## src/rtl/alu_result_sel_q_pkg.sv

```systemverilog
// Shared opcode constants and flag bundle for the ALU result-select queue.
// The queue entry pairs a WIDTH-bit result with this flag bundle.
package alu_pkg;

    localparam logic [2:0] OP_MOV = 3'b000;
    localparam logic [2:0] OP_NOT = 3'b001;
    localparam logic [2:0] OP_AND = 3'b011;
    localparam logic [2:0] OP_OR  = 3'b100;
    localparam logic [2:0] OP_SUB = 3'b101;
    localparam logic [2:0] OP_ADD = 3'b110;

    typedef struct packed {
        logic zero;
        logic neg;
        logic carry;
        logic illegal;
    } alu_flags_t;

endpackage

```

## src/rtl/alu_result_sel_q_if.sv

```systemverilog
// Handshake bundle between the ALU function units, the select queue
// and the writeback stage; master drives operands, slave is the queue.
interface alu_result_sel_q_if #(
    parameter int WIDTH = 8
);
    logic             in_valid;
    logic             in_ready;
    logic [2:0]       select;
    logic [WIDTH-1:0] mov_res;
    logic [WIDTH-1:0] not_res;
    logic [WIDTH-1:0] and_res;
    logic [WIDTH-1:0] or_res;
    logic [WIDTH-1:0] sub_res;
    logic [WIDTH-1:0] add_res;
    logic             add_cout;
    logic             sub_borrow;
    logic             out_valid;
    logic             out_ready;
    logic [WIDTH-1:0] out_result;
    logic             out_zero;
    logic             out_neg;
    logic             out_carry;
    logic             out_illegal;

    modport master (
        output in_valid, select, mov_res, not_res, and_res, or_res,
        output sub_res, add_res, add_cout, sub_borrow, out_ready,
        input  in_ready, out_valid, out_result,
        input  out_zero, out_neg, out_carry, out_illegal
    );

    modport slave (
        input  in_valid, select, mov_res, not_res, and_res, or_res,
        input  sub_res, add_res, add_cout, sub_borrow, out_ready,
        output in_ready, out_valid, out_result,
        output out_zero, out_neg, out_carry, out_illegal
    );
endinterface

```

## src/rtl/alu_result_sel_q_fifo.sv

```systemverilog
// Generic DEPTH-entry synchronous FIFO; head slot is read straight
// from storage so the output is registered with no push-cycle bypass.
module alu_res_fifo #(
    parameter int  DEPTH   = 2,
    parameter type entry_t = logic
) (
    input  logic   clk,
    input  logic   rst,
    input  logic   push,
    input  logic   pop,
    input  entry_t wdata,
    output entry_t rdata,
    output logic   full,
    output logic   empty
);
    localparam int AW = $clog2(DEPTH);
    localparam logic [AW:0] FULL_CNT = (AW + 1)'(DEPTH);

    entry_t        mem [DEPTH];
    logic [AW-1:0] wptr;
    logic [AW-1:0] rptr;
    logic [AW:0]   count;
    logic          do_push;
    logic          do_pop;

    assign full    = (count == FULL_CNT);
    assign empty   = (count == '0);
    assign do_push = push && !full;
    assign do_pop  = pop && !empty;
    assign rdata   = mem[rptr];

    always_ff @(posedge clk) begin
        if (rst) begin
            for (int i = 0; i < DEPTH; i++) begin
                mem[i] <= '0;
            end
            wptr  <= '0;
            rptr  <= '0;
            count <= '0;
        end else begin
            if (do_push) begin
                mem[wptr] <= wdata;
                wptr      <= wptr + AW'(1);
            end
            if (do_pop) begin
                rptr <= rptr + AW'(1);
            end
            unique case ({do_push, do_pop})
                2'b10:   count <= count + (AW + 1)'(1);
                2'b01:   count <= count - (AW + 1)'(1);
                default: count <= count;
            endcase
        end
    end

endmodule

```

## src/rtl/alu_result_sel_q.sv

```systemverilog
// ALU result select with flag generation feeding a small output queue.
// Define ALU_SEL_ERRCNT_EN to add the saturating illegal-opcode counter.
module alu_result_sel_q
    import alu_pkg::*;
#(
    parameter int WIDTH = 8,
    parameter int DEPTH = 2,
    parameter int CNT_W = 8
) (
    input logic clk,
    input logic rst,
    alu_result_sel_q_if.slave bus
`ifdef ALU_SEL_ERRCNT_EN
    ,
    output logic [CNT_W-1:0] err_count
`endif
);
    typedef struct packed {
        logic [WIDTH-1:0] result;
        alu_flags_t       flags;
    } entry_t;

    entry_t sel;
    entry_t head;
    logic   push;
    logic   pop;
    logic   full;
    logic   empty;

    if (DEPTH < 2 || (DEPTH & (DEPTH - 1)) != 0 || CNT_W < 1) begin : g_cfg_err
        $error("alu_result_sel_q: bad DEPTH or CNT_W");
    end

    // Illegal opcodes leave result at zero, so zero=1/neg=0 fall out naturally.
    always_comb begin
        sel = '0;
        unique case (bus.select)
            OP_MOV: sel.result = bus.mov_res;
            OP_NOT: sel.result = bus.not_res;
            OP_AND: sel.result = bus.and_res;
            OP_OR:  sel.result = bus.or_res;
            OP_SUB: begin
                sel.result      = bus.sub_res;
                sel.flags.carry = bus.sub_borrow;
            end
            OP_ADD: begin
                sel.result      = bus.add_res;
                sel.flags.carry = bus.add_cout;
            end
            default: sel.flags.illegal = 1'b1;
        endcase
        sel.flags.zero = (sel.result == '0);
        sel.flags.neg  = sel.result[WIDTH-1];
    end

    assign bus.in_ready = !full;
    assign push         = bus.in_valid && !full;
    assign pop          = bus.out_ready && !empty;

    alu_res_fifo #(
        .DEPTH   (DEPTH),
        .entry_t (entry_t)
    ) u_fifo (
        .clk   (clk),
        .rst   (rst),
        .push  (push),
        .pop   (pop),
        .wdata (sel),
        .rdata (head),
        .full  (full),
        .empty (empty)
    );

    assign bus.out_valid   = !empty;
    assign bus.out_result  = head.result;
    assign bus.out_zero    = head.flags.zero;
    assign bus.out_neg     = head.flags.neg;
    assign bus.out_carry   = head.flags.carry;
    assign bus.out_illegal = head.flags.illegal;

`ifdef ALU_SEL_ERRCNT_EN
    always_ff @(posedge clk) begin
        if (rst) begin
            err_count <= '0;
        end else if (push && sel.flags.illegal && err_count != '1) begin
            err_count <= err_count + CNT_W'(1);
        end
    end
`endif

endmodule

```

## src/flat_wrapper.sv

```systemverilog
// flat-port wrapper written by rule: the top's interface ports become plain ports
module alu_result_sel_q_flat import alu_pkg::*;
#(
    parameter int WIDTH = 8,
    parameter int DEPTH = 2,
    parameter int CNT_W = 8
)
  (clk, rst, bus_in_valid, bus_select, bus_mov_res, bus_not_res, bus_and_res, bus_or_res, bus_sub_res, bus_add_res, bus_add_cout, bus_sub_borrow, bus_out_ready, bus_in_ready, bus_out_valid, bus_out_result, bus_out_zero, bus_out_neg, bus_out_carry, bus_out_illegal);
  alu_result_sel_q_if #(.WIDTH(WIDTH)) bus_i ();
  input logic clk;
  input logic rst;
  input wire logic [$bits(bus_i.in_valid)-1:0] bus_in_valid;
  input wire logic [$bits(bus_i.select)-1:0] bus_select;
  input wire logic [$bits(bus_i.mov_res)-1:0] bus_mov_res;
  input wire logic [$bits(bus_i.not_res)-1:0] bus_not_res;
  input wire logic [$bits(bus_i.and_res)-1:0] bus_and_res;
  input wire logic [$bits(bus_i.or_res)-1:0] bus_or_res;
  input wire logic [$bits(bus_i.sub_res)-1:0] bus_sub_res;
  input wire logic [$bits(bus_i.add_res)-1:0] bus_add_res;
  input wire logic [$bits(bus_i.add_cout)-1:0] bus_add_cout;
  input wire logic [$bits(bus_i.sub_borrow)-1:0] bus_sub_borrow;
  input wire logic [$bits(bus_i.out_ready)-1:0] bus_out_ready;
  output wire logic [$bits(bus_i.in_ready)-1:0] bus_in_ready;
  output wire logic [$bits(bus_i.out_valid)-1:0] bus_out_valid;
  output wire logic [$bits(bus_i.out_result)-1:0] bus_out_result;
  output wire logic [$bits(bus_i.out_zero)-1:0] bus_out_zero;
  output wire logic [$bits(bus_i.out_neg)-1:0] bus_out_neg;
  output wire logic [$bits(bus_i.out_carry)-1:0] bus_out_carry;
  output wire logic [$bits(bus_i.out_illegal)-1:0] bus_out_illegal;
  assign bus_i.in_valid = bus_in_valid;
  assign bus_i.select = bus_select;
  assign bus_i.mov_res = bus_mov_res;
  assign bus_i.not_res = bus_not_res;
  assign bus_i.and_res = bus_and_res;
  assign bus_i.or_res = bus_or_res;
  assign bus_i.sub_res = bus_sub_res;
  assign bus_i.add_res = bus_add_res;
  assign bus_i.add_cout = bus_add_cout;
  assign bus_i.sub_borrow = bus_sub_borrow;
  assign bus_i.out_ready = bus_out_ready;
  assign bus_in_ready = bus_i.in_ready;
  assign bus_out_valid = bus_i.out_valid;
  assign bus_out_result = bus_i.out_result;
  assign bus_out_zero = bus_i.out_zero;
  assign bus_out_neg = bus_i.out_neg;
  assign bus_out_carry = bus_i.out_carry;
  assign bus_out_illegal = bus_i.out_illegal;
  alu_result_sel_q #(.WIDTH(WIDTH), .DEPTH(DEPTH), .CNT_W(CNT_W)) u_core (.clk(clk), .rst(rst), .bus(bus_i));
endmodule
```

## config.mk

```make
export PLATFORM = sky130hd
export DESIGN_NAME = alu_result_sel_q_flat
export DESIGN_NICKNAME = d
export VERILOG_FILES = /design/src/rtl/alu_result_sel_q_pkg.sv /design/src/rtl/alu_result_sel_q_if.sv /design/src/rtl/alu_result_sel_q_fifo.sv /design/src/rtl/alu_result_sel_q.sv /design/src/flat_wrapper.sv
export SDC_FILE = /design/constraint.sdc
export NUM_CORES = 1
export LEC_CHECK = 0
export ABC_AREA = 1
export CAP_MARGIN = 20
export CORE_AREA = 4 4 71 73
export DETAILED_ROUTE_END_ITERATION = 10
export DIE_AREA = 0 0 75 77
export PLACE_DENSITY = 0.78
export SLEW_MARGIN = 20
export SYNTH_ARGS = -nofsm -noshare
export SYNTH_HDL_FRONTEND = slang
export SYNTH_HIERARCHICAL = 1
export SYNTH_SLANG_ARGS = --single-unit
```

## constraint.sdc

```tcl
create_clock -name clk -period 2.55 [get_ports clk]
set_input_delay 0.51 -clock clk [delete_from_list [all_inputs] [get_ports clk]]
set_output_delay 0.51 -clock clk [all_outputs]
set_load 0.02 [all_outputs]
```

# Word-level counts from Yosys, hierarchy flattened
# Memory sizes are Yosys's and may differ from the RTL's. A register that Yosys moved wholly into a read port is not among the register bits.
# Index checks and enable logic that the tools add are counted.
# totals
reg_bits	4
latchBits	0
ram_bits	24
romBits	0
input_bits	57
output_inout_bits	14
elab_cells	42
n_memories	1
# classes
add_sub_neg	4
mul	0
div_mod_pow	0
magnitude_cmp	0
eq_ne	8
shift	0
muxes	14
bitwise_logic	0
reduce_logical	12
# memory_table
name	depth	word_bits	read_ports	rd_clocked_by_memory_dff	write_ports	line_no	text
u_core.u_fifo.mem	2	12	1	1	2	alu_result_sel_q_fifo.sv:19	entry_t mem [DEPTH];
# ops
cell	n
8-bit case mux with 6 select lines	1
12-bit two-way mux	1
12-bit OR reduction	1
1-bit two-way mux	10
3-bit == test (second input constant)	3
8-bit logical NOT	1
6-bit OR reduction	1
2-bit == test (second input constant)	2
1-bit logical AND	4
2-bit case mux with 2 select lines	1
3-bit by 1-bit == test with 1-bit output (second input constant)	1
3-bit by 2-bit == test with 1-bit output (second input constant)	1
3-bit logical NOT	1
1-bit adder (second input constant)	2
2-bit by 1-bit adder with 2-bit output (second input constant)	1
2-bit by 1-bit == test with 1-bit output (second input constant)	1
1-bit logical NOT	2
2-bit logical NOT	1
1-bit case mux with 2 select lines	1
2-bit nonzero test	1
2-bit by 1-bit subtractor with 2-bit output (second input constant)	1

# Longest topological paths before layout
# Gate-level depths: netlist of the first run.
# logic_depth
word_depth	9
mapped_depth	12
depth_no_buf	12

# Modules after synthesis
# The synthesis of the first run kept the hierarchy.
# by_module_without_submodules
mod	n_inst	cells_per_inst	area_per_inst_um2	seq_area_each_um2
alu_res_fifo	1	115	1298.7	820.8
alu_result_sel_q	1	129	611.8	0.0

# Least setup slack after synthesis of the first run
# No wires, ideal clock.
# synth_timing
path_kind	input to register
from	in bus_in_valid
to	mem u_core/u_fifo/mem[1][0] in the netlist's numbering, enable pin
setup_ns	0.350
t_arrival_ns	1.363
required_time_ns	2.200
path_slack_ns	0.837
cell_stages	7
path_buffers	1
path_cell_list	inv_1 nor2_1 inv_1 nor2_4 nand3_2 buf_6 nand2_1
# synth_rtl
element	line_no	text
start, declared	flat_wrapper.sv:12	input wire logic [$bits(bus_i.in_valid)-1:0] bus_in_valid;
end, declared	alu_result_sel_q_fifo.sv:19	

==> results of run 1 <==
cells in the final DEF, fill, tap and decap left out, drive strengths merged:
cell,n
buf,10
ha,1
inv,34
nor2,55
clkdlybuf4s50,70
nor3,1
nand2,66
dfxtp,5
a21oi,1
edfxtp,24
o21ai,3
nand4,16
clkinv,2
a32o,1
nand3b,1
clkbuf,6
nand3,15
mux2,12
through the flow:
step | setup slack, ns | util (%) | hold slack, ns | power [W]
floorplan | 0.837 | - | 0.467 | 0.000883
global placement | 0.219 | 61.2 | 0.482 | 0.00109
detailed placement | 0.188 | 61.2 | 0.498 | 0.00110
CTS | 0.141 | 63.3 | 0.514 | 0.00147
global route | 0.101 | 63.3 | 0.519 | 0.00154
finish | 0.191 | 63.3 | 0.511 | 0.00146
routing by layer:
metal	up-vias	global-route usage (%)	part of all wire (%)
met2	65	31.2	54
met5	-	0	0
met1	833	19.8	38
met4	0	5.87	1.6
li1	941	-	-
met3	6	3.66	6.9
flip-flops by register name (all words and copies together), names as in the netlist, named ones only:
signal / cells
u_core/u_fifo/rptr: 1
u_core/u_fifo/mem: 24
u_core/u_fifo/wptr: 1
u_core/u_fifo/count: 2
logic make-up after synthesis:
logic type                 after synthesis  synth area share (%)
and+or+nand+nor                        154                  36.6
buffers and inverters                   43                  11.1
DFF                                     29                  43.0
muxes                                   12                  7.07
AOI/OAI and AO/OA                        5                  1.57
adders and majority gates                1                 0.655
worst min path at each step:
stage / to / slack [ns] / cells after the start
3_3_place_gp: u_core/u_fifo/rptr$_SDFFE_PP0P_ / 0.48 / 2
2_1_floorplan: register / 0.47 / 2
5_1_grt: register / 0.52 / 2
3_5_place_dp: u_core/u_fifo/rptr$_SDFFE_PP0P_ / 0.50 / 2
6_report: u_core/u_fifo/rptr$_SDFFE_PP0P_ / 0.51 / 2
4_1_cts: u_core/u_fifo/rptr$_SDFFE_PP0P_ / 0.51 / 2
report_power, final:
| part | internal [W] | total [W] | leakage [nW] | switching (W) |
|---|---|---|---|---|
| clock | 0.000213 | 0.000374 | 0.0486 | 0.000161 |
| combinational | 0.000244 | 0.000484 | 0.877 | 0.000240 |
| sequential | 0.000571 | 0.000602 | 0.292 | 0.0000310 |
layout make-up:
type                    count  area [um2]  share of cell area [%]
well taps                  52        65.1                    2.36
multi-input cells         172         877                    31.8
flip-flops and latches     29         821                    29.8
clock inverters             2        8.76                   0.318
clock buffers               6        82.6                    2.99
inverters                  34         128                    4.63
repair buffers             80         776                    28.1
tightest hold or removal path: cells and delay by family, from the launching register on:
family | cells | cell delay, ns
and+or+nand+nor | 2 | 0.15
DFF | 1 | 0.33
==> qor_table.md, run 1 <==
| Metric | This run |
|:---|:---|
| Critical-path maximum fanout | 12 |
| Core box area | 4350 um2 |
| Post-synth EDFFs | 24 |
| Critical Path Slowest Stage Cell | sky130_fd_sc_hd__dfxtp_1 |
| Worst path depth | 2 |
| Setup_tns | 0 ns |
| Count of antenna diodes in the layout | 0 |
| Non-filler cells in the finished layout | 375 |
| Proportion of synthesized chip area in sequential cells | 43.0% |
| Number of hold-slack violations in the final timing report | 0 |
| Cells traversed along the worst timing path | mux2_2, clkdlybuf4s50_1 |
| HPWL after DPL | 3880 um |
| Data required time at the worst endpoint | 2.04 ns |
| Clock Root Buffer | sky130_fd_sc_hd__clkbuf_8 |
| Routed vias/inst | 4.92 |
| Relative slew margins | 66.4% |
| Die height | 77 um |
| Synthesized flop and latch total | 29 |
| Time the final worst path needs with I/O delays and setup | 2.36 ns |
| Largest net degree at the start of global routing | 19 |
| H-tree Lvls | 2 |
| Clock transition at the registers of the reported paths | 0.06 ns |
| Final standard cell area without fillers | 2760 um2 |
| Most frequently used flop master after synthesis | sky130_fd_sc_hd__edfxtp_1 |
| Most frequent cells after synthesis | sky130_fd_sc_hd__nand2_1, sky130_fd_sc_hd__nor2_1, sky130_fd_sc_hd__inv_1, sky130_fd_sc_hd__edfxtp_1, sky130_fd_sc_hd__nand4_1 |
| Final-report setup violation count | 0 |
| Die X | 75 um |
| Worst slew pin tran | 0.503 ns |
| Net count of the finished layout | 380 |
| Number of buffer and inverter instances along the worst setup path | 1 |
| R2R Path End | u_core/u_fifo/mem[0][10]$_SDFFCE_PN0P_ |
| Cell variety after synth | 21 |
| Top cell type by total area after synthesis | sky130_fd_sc_hd__edfxtp_1 |
| Cell area after synthesis | 1910 um2 |
| Area share of the largest cell type after synthesis | 37.7% |
| Initial standard-cell utilization of the core | 43.9% |
| Final clock period utilization by the worst path | 92.5% |
| Global-route wire length before repair | 7860 um |
| Maximum clock path buffer count | 2 |
| Synthesis warning total | 6 |
| Fill cell count | 383 |
| Type of destination of the critical path | output port |
| Number of nets produced by synthesis | 302 |
| Element type at the critical path start | register |
| Asr flop ratio synth | 0% |
| Top-level port count | 71 |
| Worst Path Arrival | 1.85 ns |
| GRT Util Overall | 17.4% |
| Final estimated routing congestion in global placement | 0.874 |
| Dominant cell by count in the synthesized netlist | sky130_fd_sc_hd__nand2_1 |
| Power density of the placed cells | 529 nW/um2 |
| GR Overflow Total | 0 |
| Maximum Capacitance Violations | 0 |
| Capturing element of the worst setup path | bus_out_zero |
| Clock buffers created by TritonCTS | 5 |
| Gates resized, CTS repair | 0 |
| DRC marker count from the first detailed-route iteration | 114 |
| Outcome | finished clean |
| Drt drc | 0 |
| Clock sinks | 29 |
| Clk Latency, worst-skew pair | 0.27 ns |
| Post-Route Skew | 0.00279 ns |
| DIE AREA | 5780 um2 |
| Kind of cell adding the most delay to the critical path | flip-flops |
| Setup Crit Path Kind | register to output port |
| Launch instance of the worst min-delay path | u_core/u_fifo/rptr$_SDFFE_PP0P_ |
| I/O Buffers | 70 |
| Routed via count | 1,845 |
| WL per Instance | 12.5 um |
| F_max | 424 MHz |
| Clock tree from TritonCTS | yes |
| Minimum setup slack among reg-to-reg paths | 0.83 ns |
| Maximum VDD drop | 0.189 mV |
| Share of final-layout standard cells stronger than drive strength 1 | 13.0% |
| Path category of the worst min-delay check | register to register |
| Vias in the first global route | 1,824 |
| Antenna violations before repair | 0 |
| Instance area at placement | 2670 um2 |
| Growth of design area from synthesis to finish | 44.3% |
| Detailed-routing iteration count for the pre-antenna-repair pass | 4 |
| R2r startpoint | u_core/u_fifo/count[0]$_SDFFE_PP0P_ |
| Reg2Reg Depth | 7 |
| Main area contributors after synthesis | sky130_fd_sc_hd__edfxtp_1, sky130_fd_sc_hd__nand2_1, sky130_fd_sc_hd__nor2_1, sky130_fd_sc_hd__mux2_2, sky130_fd_sc_hd__inv_1 |
| Number of max-slew violations in the final report | 0 |
| Worst stage delay on the critical path | 0.63 ns |
| Post-synthesis average cell area | 7.83 um2 |
| CTS hold repair buffers | 0 |
| Placed cell count | 367 |
| Routed Wire Length | 4680 um |
| Number of cells produced by synthesis | 244 |
| RSZ-0062 raised after global routing | false |
| Leakage component of the power | 1.22 nW |
| Number of nets with antenna violations after routing | 0 |
| Count of standard-cell rows | 24 |
| Count of buffers added by post-CTS timing repair for setup | 0 |
Power figures use the tool's default switching activity.
==> run 2: changes to the inputs <==
--- a/config.mk
+++ b/config.mk
@@ -10,7 +10,7 @@
 export CORE_AREA = 4 4 71 73
 export DETAILED_ROUTE_END_ITERATION = 10
 export DIE_AREA = 0 0 75 77
-export PLACE_DENSITY = 0.78
+export PLACE_DENSITY = 0.88
 export SLEW_MARGIN = 20
 export SYNTH_ARGS = -nofsm -noshare
 export SYNTH_HDL_FRONTEND = slang
==> qor_table.md, run 2 (same netlist as run 1, synthesis figures left out) <==
| Metric | This run | vs previous |
|:---|:---|:---|
| Outcome | finished clean | unchanged |
| Count of standard-cell rows | 24 | unchanged |
| Clock network fraction of total power | 24.0% | was 25.6% |
| Vias in the first global route | 1,661 | was 1,824 |
| Clock Root Buffer | sky130_fd_sc_hd__clkbuf_8 | unchanged |
| Number of buffer and inverter instances along the worst setup path | 1 | unchanged |
| Worst stage delay on the critical path | 0.65 ns | was 0.63 ns |
| Share of final-layout standard cells stronger than drive strength 1 | 12.4% | was 13.0% |
| Final-report setup violation count | 0 | unchanged |
| Net count of the finished layout | 379 | was 380 |
| Number of nets with antenna violations after routing | 0 | unchanged |
| Worst hold path depth | 2 | unchanged |
| DRC marker count from the first detailed-route iteration | 73 | was 114 |
| Critical-path maximum fanout | 12 | unchanged |
| Element type at the critical path start | register | unchanged |
| Minimum setup slack among reg-to-reg paths | 0.83 ns | about the same |
| RSZ-0062 raised after global routing | false | unchanged |
| Type of destination of the critical path | output port | unchanged |
| Number of max-slew violations in the final report | 0 | unchanged |
| Global-route wire length before repair | 7110 um | was 7860 um |
| Count of buffers added by post-CTS timing repair for setup | 0 | unchanged |
| M1 WL | 1890 um | was 1760 um |
| Net switching share of the total power | 30.1% | was 29.6% |
| Data required time at the worst endpoint | 2.04 ns | about the same |
| CTS hold repair buffers | 0 | unchanged |
| Final clock period utilization by the worst path | 93.3% | was 92.5% |
| R2r startpoint | u_core/u_fifo/count[0]$_SDFFE_PP0P_ | unchanged |
| Detailed-routing iteration count for the pre-antenna-repair pass | 4 | unchanged |
| I/O Buffers | 70 | unchanged |
| Core box area | 4350 um2 | unchanged |
| Worst Path Arrival | 1.87 ns | was 1.85 ns |
| Setup_tns | 0 ns | unchanged |
| Initial standard-cell utilization of the core | 43.9% | unchanged |
| Clock sinks | 29 | unchanged |
| DIE AREA | 5780 um2 | unchanged |
| Power density of the placed cells | 520 nW/um2 | was 529 nW/um2 |
| Routed via count | 1,781 | was 1,845 |
| R2R Path End | u_core/u_fifo/mem[1][2]$_SDFFCE_PN0P_ | was u_core/u_fifo/mem[0][10]$_SDFFCE_PN0P_ |
| Critical Path Slowest Stage Cell | sky130_fd_sc_hd__dfxtp_1 | unchanged |
| Count of antenna diodes in the layout | 0 | unchanged |
| Clock buffers created by TritonCTS | 5 | unchanged |
| Time the final worst path needs with I/O delays and setup | 2.38 ns | was 2.36 ns |
| Leakage component of the power | 1.21 nW | was 1.22 nW |
| Total internal power | 0.000997 W | was 0.00103 W |
| Drt drc | 0 | unchanged |
| H-tree Lvls | 2 | unchanged |
| GRT Util Overall | 16.2% | was 17.4% |
| Fraction of power consumed by sequential logic | 42.2% | was 41.2% |
| Reg2Reg Depth | 6 | was 7 |
| Worst slew pin tran | 0.527 ns | was 0.503 ns |
| Power spent charging and discharging nets | 0.000429 W | was 0.000431 W |
| Registers with the highest flip-flop counts | u_core/u_fifo/mem x24, u_core/u_fifo/count x2 | unchanged |
| Top-level port count | 71 | unchanged |
| Final estimated routing congestion in global placement | 0.962 | was 0.874 |
| Overall power of the completed layout | 0.00143 W | was 0.00146 W |
| Detailed-routed wire length on met3 | 341 um | was 323 um |
| Kind of cell adding the most delay to the critical path | flip-flops | unchanged |
| Gates resized, CTS repair | 0 | unchanged |
| Clock transition at the registers of the reported paths | 0.05 ns | was 0.06 ns |
| F_max | 420 MHz | was 424 MHz |
| Die height | 77 um | unchanged |
| WL per Instance | 12.2 um | was 12.5 um |
| HPWL after DPL | 3720 um | was 3880 um |
| Most frequent standard cell in the layout excluding fill and tap cells | sky130_fd_sc_hd__clkdlybuf4s50_1 | unchanged |
| Path category of the worst min-delay check | register to register | unchanged |
| Clk Latency, worst-skew pair | 0.28 ns | was 0.27 ns |
| Largest net degree at the start of global routing | 17 | was 19 |
| Setup Crit Path Kind | register to output port | unchanged |
| Launch instance of the worst min-delay path | u_core/u_fifo/rptr$_SDFFE_PP0P_ | unchanged |
| Portion of total power attributed to combinational logic | 33.8% | was 33.2% |
| Maximum VDD drop | 0.188 mV | was 0.189 mV |
| Die X | 75 um | unchanged |
| Post-Route Skew | 0.00305 ns | was 0.00279 ns |
| GR Overflow Total | 0 | unchanged |
| Routed vias/inst | 4.76 | was 4.92 |
| Relative slew margins | 64.8% | was 66.4% |
| Routed Wire Length | 4570 um | was 4680 um |
| Clock tree from TritonCTS | yes | unchanged |
| Maximum Capacitance Violations | 0 | unchanged |
| Met2 wire length | 2250 um | was 2520 um |
| Top register by number of flip-flops | u_core/u_fifo/mem | unchanged |
| Cells traversed along the worst timing path | mux2_2, clkdlybuf4s50_1 | unchanged |
| Growth of design area from synthesis to finish | 43.4% | was 44.3% |
| Largest register FFs | 24 | unchanged |
| Number of hold-slack violations in the final timing report | 0 | unchanged |
| Maximum clock path buffer count | 2 | unchanged |
| Highest layer used for signal routing | met4 | unchanged |
| Antenna violations before repair | 0 | unchanged |
| Most used cells in the layout excluding fill and tap cells | sky130_fd_sc_hd__clkdlybuf4s50_1, sky130_fd_sc_hd__nand2_1, sky130_fd_sc_hd__nor2_1 | unchanged |
run 2: how the worst max path moves through the flow:
stage                       start                               endpoint  slack [ns]  depth (start not counted)
floorplan            bus_in_valid  u_core/u_fifo/mem[1][0]$_SDFFCE_PN0P_        0.84                          7
global placement    bus_select[0]  u_core/u_fifo/mem[0][3]$_SDFFCE_PN0P_        0.15                         12
detailed placement  bus_select[0]  u_core/u_fifo/mem[0][3]$_SDFFCE_PN0P_        0.13                         12
CTS                      register                      bus_out_result[1]        0.14                          2
global route             register                      bus_out_result[0]        0.09                          2
finish                   register                      bus_out_result[1]        0.17                          2
run 2: routing by layer:
layer / up-vias / global-route usage [%]
li1: 944 / -
met1: 761 / 19.4
met2: 68 / 26.7
met3: 8 / 4.71
met4: 0 / 6.41
met5: - / 0
run 2: power by group through the flow:
stage,sequential (W),clock [W],combinational [W]
after detailed placement,0.000613,0,0.000483
after global routing,0.000610,0.000372,0.000529
final,0.000602,0.000343,0.000482
after floorplan,0.000598,0,0.000285
after CTS,0.000603,0.000356,0.000485
after global placement,0.000609,0,0.000477
run 2: per-stage QoR:
step	setup slack, ns	util [%]	instances	area [um2]	hold WS [ns]
floorplan	0.837	-	244	1910	0.467
global placement	0.147	61.1	366	2660	0.478
detailed placement	0.132	61.1	366	2660	0.491
CTS	0.136	62.9	374	2740	0.505
global route	0.0898	62.9	374	2740	0.542
finish	0.172	62.9	374	2740	0.509
run 2: cell type report:
cell class	count	area [um2]
multi-input combinational	172	877
clock buffer	5	68.8
timing repair buffer	79	768
inverter	34	128
clock inverter	3	12.5
fill	367	1610
tap	52	65.1
sequential	29	821
run 2: worst register-to-register path, cell delays in order, from the launching register on:
cell and delay [ns]:
sky130_fd_sc_hd__dfxtp_1 0.41, sky130_fd_sc_hd__nor2_2 0.10, sky130_fd_sc_hd__nor2_1 0.14, sky130_fd_sc_hd__inv_1 0.08
sky130_fd_sc_hd__nor2_4 0.14, sky130_fd_sc_hd__nand3_2 0.08, sky130_fd_sc_hd__nand2_1 0.40
